**src/rtl/ps2_pkg.sv**
```systemverilog
// ps2_pkg: shared PS/2 byte constants, response codes, decoder states and ps2_key bit positions
package ps2_pkg;
  localparam logic [7:0] PS2_EXT   = 8'hE0;
  localparam logic [7:0] PS2_BRK   = 8'hF0;
  localparam logic [7:0] PS2_PAUSE = 8'hE1;
  localparam logic [5:0][7:0] PS2_RESP = {8'hAA, 8'hFA, 8'hEE, 8'hFE, 8'h00, 8'hFF};
  localparam int KEY_TOGGLE  = 10;
  localparam int KEY_PRESSED = 9;
  localparam int KEY_EXT     = 8;
  typedef enum logic [2:0] {IDLE, EXT, BRK, EXTBRK, SKIP} dec_state_t;
  function automatic logic is_resp(input logic [7:0] b);
    is_resp = 1'b0;
    for (int i = 0; i < 6; i++) if (b == PS2_RESP[i]) is_resp = 1'b1;
  endfunction
endpackage

```
**src/rtl/ps2_frame_rx.sv**
```systemverilog
// ps2_frame_rx: synchronizes and filters the PS/2 lines and receives 11-bit frames.
// Parity is checked only when PS2_PARITY_CHECK_EN is defined.
module ps2_frame_rx #(
  parameter int FILTER_LEN = 8,
  parameter int TIMEOUT    = 25000
) (
  input  logic       clk_25,
  input  logic       RESET_L,
  input  logic       ps2_clk_in,
  input  logic       ps2_dat_in,
  output logic [7:0] code,
  output logic       byte_vld,
  output logic       frame_err
);
  localparam int FW = $clog2(FILTER_LEN) + 1;
  localparam int TW = $clog2(TIMEOUT + 1);
  logic [1:0] clk_s, dat_s;
  logic [FW-1:0] fcnt;
  logic filt, filt_d, fall;
  logic [3:0] bitcnt;
  logic [7:0] sr;
  logic [TW-1:0] tcnt;
  logic flip, stop_bit, par_ok, expired;
  assign flip     = clk_s[1] != filt && fcnt == FW'(FILTER_LEN - 1);
  assign stop_bit = fall && bitcnt == 4'd10;
  // a fall in the expiry cycle wins, so expiry requires no fall
  assign expired  = !fall && bitcnt != 4'd0 && tcnt == TW'(TIMEOUT - 1);
  assign code      = sr;
  assign byte_vld  = stop_bit && dat_s[1] && par_ok;
  assign frame_err = (stop_bit && !(dat_s[1] && par_ok)) || expired;
`ifdef PS2_PARITY_CHECK_EN
  logic par;
  always_ff @(posedge clk_25 or negedge RESET_L)
    if (!RESET_L) par <= 1'b0;
    else if (fall && bitcnt == 4'd9) par <= dat_s[1];
  assign par_ok = ^{par, sr};
`else
  assign par_ok = 1'b1;
`endif
  always_ff @(posedge clk_25 or negedge RESET_L) begin
    if (!RESET_L) begin
      clk_s  <= 2'b11;
      dat_s  <= 2'b11;
      fcnt   <= '0;
      filt   <= 1'b1;
      filt_d <= 1'b1;
      fall   <= 1'b0;
      bitcnt <= 4'd0;
      sr     <= 8'd0;
      tcnt   <= '0;
    end else begin
      clk_s  <= {clk_s[0], ps2_clk_in};
      dat_s  <= {dat_s[0], ps2_dat_in};
      fcnt   <= (clk_s[1] == filt || flip) ? '0 : fcnt + 1'b1;
      filt   <= flip ? ~filt : filt;
      filt_d <= filt;
      fall   <= filt_d && !filt;
      tcnt   <= (fall || bitcnt == 4'd0 || expired) ? '0 : tcnt + 1'b1;
      if (expired) bitcnt <= 4'd0;
      else if (fall) bitcnt <= (bitcnt == 4'd0) ? {3'b000, ~dat_s[1]} : (bitcnt == 4'd10) ? 4'd0 : bitcnt + 4'd1;
      if (fall && bitcnt != 4'd0 && bitcnt < 4'd9) sr <= {dat_s[1], sr[7:1]};
    end
  end
endmodule

```
**src/rtl/ps2_key_gen.sv**
```systemverilog
// ps2_key_gen: turns raw PS/2 lines into {toggle, pressed, extended, code} key events.
// Optional parity checking via PS2_PARITY_CHECK_EN.
module ps2_key_gen
  import ps2_pkg::*;
#(
  parameter int FILTER_LEN = 8,
  parameter int TIMEOUT    = 25000
) (
  input  logic        clk_25,
  input  logic        RESET_L,
  input  logic        ps2_clk_in,
  input  logic        ps2_dat_in,
  output logic [10:0] ps2_key,
  output logic        frame_err
);
  logic [7:0] code;
  logic byte_vld;
  dec_state_t state, state_nx;
  logic [2:0] skip, skip_nx;
  logic [10:0] key_nx;
  ps2_frame_rx #(.FILTER_LEN(FILTER_LEN), .TIMEOUT(TIMEOUT)) u_rx (
    .clk_25    (clk_25),
    .RESET_L   (RESET_L),
    .ps2_clk_in(ps2_clk_in),
    .ps2_dat_in(ps2_dat_in),
    .code      (code),
    .byte_vld  (byte_vld),
    .frame_err (frame_err)
  );
  always_ff @(posedge clk_25 or negedge RESET_L) begin
    if (!RESET_L) begin
      state   <= IDLE;
      skip    <= 3'd0;
      ps2_key <= 11'h000;
    end else begin
      state   <= state_nx;
      skip    <= skip_nx;
      ps2_key <= key_nx;
    end
  end
  // the Pause sequence bytes are consumed whole, prefixes included
  always_comb begin
    state_nx = state;
    skip_nx  = skip;
    key_nx   = ps2_key;
    if (byte_vld) begin
      if (state == SKIP) begin
        skip_nx  = skip - 3'd1;
        state_nx = (skip == 3'd1) ? IDLE : SKIP;
      end else if (state == IDLE && code == PS2_PAUSE) begin
        state_nx = SKIP;
        skip_nx  = 3'd7;
      end else if (code == PS2_EXT) begin
        state_nx = EXT;
      end else if (code == PS2_BRK) begin
        state_nx = (state == EXT) ? EXTBRK : BRK;
      end else if (!(state == IDLE && is_resp(code))) begin
        key_nx[KEY_TOGGLE]  = ~ps2_key[KEY_TOGGLE];
        key_nx[KEY_PRESSED] = state != BRK && state != EXTBRK;
        key_nx[KEY_EXT]     = state == EXT || state == EXTBRK;
        key_nx[7:0]         = code;
        state_nx            = IDLE;
      end
    end
  end
endmodule

```
**config.mk**
```make
export PLATFORM = sky130hd
export DESIGN_NAME = ps2_key_gen
export DESIGN_NICKNAME = d
export VERILOG_FILES = /design/src/rtl/ps2_pkg.sv /design/src/rtl/ps2_frame_rx.sv /design/src/rtl/ps2_key_gen.sv
export SDC_FILE = /design/constraint.sdc
export NUM_CORES = 1
export LEC_CHECK = 0
export ABC_AREA = 1
export CORE_ASPECT_RATIO = 1.2
export CORE_UTILIZATION = 40
export DETAILED_ROUTE_END_ITERATION = 7
export DONT_BUFFER_PORTS = 1
export PLACE_DENSITY = 0.66
export SLEW_MARGIN = 20
export SYNTH_ARGS = -nofsm -noshare
export SYNTH_HDL_FRONTEND = slang
export SYNTH_SLANG_ARGS = --single-unit
```
**constraint.sdc**
```tcl
create_clock -name clk_25 -period 1.6 [get_ports clk_25]
set_clock_uncertainty 0.2 [all_clocks]
set_input_delay 0.32 -clock clk_25 [delete_from_list [all_inputs] [get_ports clk_25]]
set_output_delay 0.32 -clock clk_25 [all_outputs]
set_load 0.005 [all_outputs]
```
==> key figures <==
Logic synthesis
  – Synthesis-stage register bit count: 55
  – Syn nets: 330
  – Top post-synthesis cells by area: dfrtp_1 (46%), nand2_1 (11%), dfstp_2 (5.9%), inv_1 (5.2%), nor2_1 (5.0%)
  – Mean Syn Cell Area: ~8.4 um^2
  – Unique masters post-synth: 29
  – Sequential element share of the synthesized area: about half
  – Yosys top cell by area: dfrtp_1
  – Gate Count Post-Synth: 322
  – Synth warn: 0
  – Netlist Area Pre-Place: around 2700 um^2
  – Synth top area share: 45.5%

STA
  – Fin crit period: 1920 ps
  – Setup TNS: -4110 ps
  – Worst-Margin Slew: 266 ps
  – Final count of pins violating max slew: 0
  – Number of setup violations in the final report: 32
  – Hold slack: -512 ps
  – F_max: slightly above 0.5 GHz
  – Final period utilization: 120%
  – Final setup margin: -324 ps
  – Hold Vio Cnt, Final: 55
  – Max-slew headroom: 82.2%
  – RSZ-0062 raised after global routing: yes

Clock network
  – CTS root buf: clkbuf_8
  – TritonCTS clock tree: yes
  – Clock-pin transition on the worst setup and hold timing paths: around 100 ps
  – Worst-Skew Late Latency: 310 ps
  – H-Tree Depth: 2
  – Total CTS buffers: 5
  – Clock Tree Buf Depth: 2
  – CTS Sinks: 55
  – CTS Hold Bufs: 2

Flow run
  – Max Cap Violations: 0

Worst setup path
  – Worst path depth: 5
  – Crit-path cells: nor2_2 -> nand4_1 -> nor3_4 -> nand2_2 -> nand2_2
  – Arrival @ worst endpoint: 1400 ps
  – Top cell family by delay on the critical path: simple AND/OR/NAND/NOR gates
  – Crit path capture type: output port
  – Critical Path RT: ~1100 ps
  – R2R cell count: 13
  – Critical Path Slowest Stage Cell: dfrtp_1
  – CP peak stage delay: ~400 ps
  – CP Launch Type: register
  – Crit-path max FO: 2
  – Top cell by count, worst path: nand2_2
  – Buf/Inv on CP: 0
  – WS Path Type: register to output port

Power
  – Power Density: roughly 1200 nW/um^2
  – Sw Pwr: 0.00155 W
  – Comb pwr share: 40.7%
  – LEAKAGE: 1.77 nW
  – Clock power share: 19.1%
  – Overall power: 0.00428 W
  – Internal power: 0.00273 W
  – Peak supply drop: 0.602 mV
  – Sw frac: 36.2%
  – Reg power frac: 40.1%

Placed design
  – Final Wtd Congestion: between 0.8 and 0.9
  – I/O Buffers: 0
  – Final HPWL DP: 3550 um
  – DP Worst Slack: -139 ps

Detailed routing
  – Via density: roughly 4.9
  – Via count: 2,344
  – DRC: 0
  – Drt initial violations: 77
  – Routed Antenna Nets: 0
  – WL final: approximately 5800 um
  – First drt pass iteration count: 4
  – Wire length per cell: roughly 12 um

Floorplanning
  – Die W: 76.9 um
  – Initial Util: 41.5%
  – Std-Cell Rows: 32
  – Die ar.: 7070 um^2
  – Placeable Area: 6490 um^2
  – IO Count: 16
  – Chip Height: just over 90 um

Status
  – Violated checks: hold timing, setup timing
  – Status: finished with violations

GRT
  – First-pass GRT wire length: 9690 um
  – Overall Global Routing Usage: 17.0%
  – Overflow after GRT: 0
  – Largest net degree at the start of global routing: 56
  – Initial antenna violation count: 0
  – Vias in the first global route: 2,388

Finish
  – Area grow syn2layout: 36.7%
  – Share of layout cells above drive strength 1: 42.7%
  – Number of inserted diodes: 0
  – Area of the multi-input gates: 1400 um^2
  – Reg area: 1390 um^2
  – # fillers: 568
  – Post-layout net count: 398

Min path
  – Hold Crit Class: input pin to async pin
==> flip-flops by register name, indices dropped and copies added (netlist names) <==
signal and flops:
u_rx.tcnt 15, ps2_key 11, u_rx.code 8, u_rx.bitcnt 4, u_rx.fcnt 4, skip 3
state 3, u_rx.clk_s 2, u_rx.dat_s 2, u_rx.fall 1, u_rx.filt 1, u_rx.filt_d 1
==> routing by layer <==
metal	part of all wire, %	vias up	global-route usage (%)	wire length, um
met5	0	-	0	0
met4	1.9	0	6.89	112
met3	2.3	13	3.08	134
met2	54	40	33.2	3160
met1	41	1120	17.5	2400
li1	-	1171	-	-
==> power groups by stage <==
stage          Clock [W]  Combinational (W)  Sequential [W]
2_1_floorplan          0           0.000707         0.00171
3_3_place_gp           0            0.00108         0.00173
3_5_place_dp           0            0.00110         0.00173
4_1_cts         0.000837            0.00147         0.00171
5_1_grt         0.000899            0.00190         0.00174
6_report        0.000818            0.00174         0.00172
==> cells by family (layout without fill, tap and decap cells) <==
family                   Yosys count  in the layout  synth area share, %
buffers and inverters             45            112                 6.92
AND/OR/NAND/NOR                  179            181                 31.0
XOR/XNOR                           8              8                 2.60
AO/OA/AOI/OAI                     30             30                 5.81
flip-flops                        55             55                 51.4
multiplexers                       1              1                0.418
adder cells (fa/ha/maj)            4              4                 1.86
==> placed cells by master (no fill, tap or decap), drive strengths merged <==
cell         count
dlygate4sd3      2
clkinvlp         2
ha               4
clkinv           1
nand3           26
o21bai           1
nor2            45
mux2             1
dfstp            6
clkbuf           6
nand4           14
xor2             5
dfrtp           49
a31oi            1
or2              1
nand2           88
xnor2            3
a21oi            9
o21ai           18
a22oi            1
nor3             7
buf             61
inv             40
==> area by class of cell <==
class                           instances  share of cell area [%]
Timing Repair Buffer                   63                    14.2
Timing Repair inverter                  1                   0.204
Inverter                               40                    4.28
Clock buffer                            6                    2.24
Clock inverter                          2                   0.442
Tap cell                               85                    2.89
Sequential cell                        55                    37.6
Multi-Input combinational cell        224                    38.1
==> worst paths after layout <==
kind / start / end / slack [ps]
max reg2reg: u_rx.tcnt[1] / u_rx.tcnt[12] / -280
max: u_rx.tcnt[10] / frame_err / -320
min in group clk_25: u_rx.clk_s[0] / u_rx.clk_s[1] / 160
max in group asynchronous: RESET_L / u_rx.dat_s[1] / 1520
min reg2reg: u_rx.clk_s[0] / u_rx.clk_s[1] / 160
min: RESET_L / ps2_key[9] / -510
==> Yosys cell counts (all sizes together) <==
library cell and number:
nand2 87, dfrtp 49, nor2 45, inv 40, nand3 25, o21ai 18
nand4 14, a21oi 9, nor3 7, dfstp 6, buf 5, xor2 5
ha 4, xnor2 3, a22oi 1, a31oi 1, mux2 1, o21bai 1
or2 1
==> per-stage QoR <==
| stage | utilization (%) | cell area, um^2 | std cells |
|---|---|---|---|
| 2_1_floorplan | - | 2700 | 322 |
| 3_3_place_gp | 47.2 | 3060 | 441 |
| 3_5_place_dp | 47.2 | 3060 | 441 |
| 4_1_cts | 52.5 | 3410 | 464 |
| 5_1_grt | 56.8 | 3680 | 476 |
| 6_report | 56.8 | 3680 | 476 |
==> what timing repair did <==
action	in CTS	in global routing
pin swaps	21	34
gates resized for setup	43	61
setup endpoints to repair	31	43
cloned	5	0
endpoints found under the hold margin	57	55
setup buffers	8	12
(Power assumes the default switching activity.)
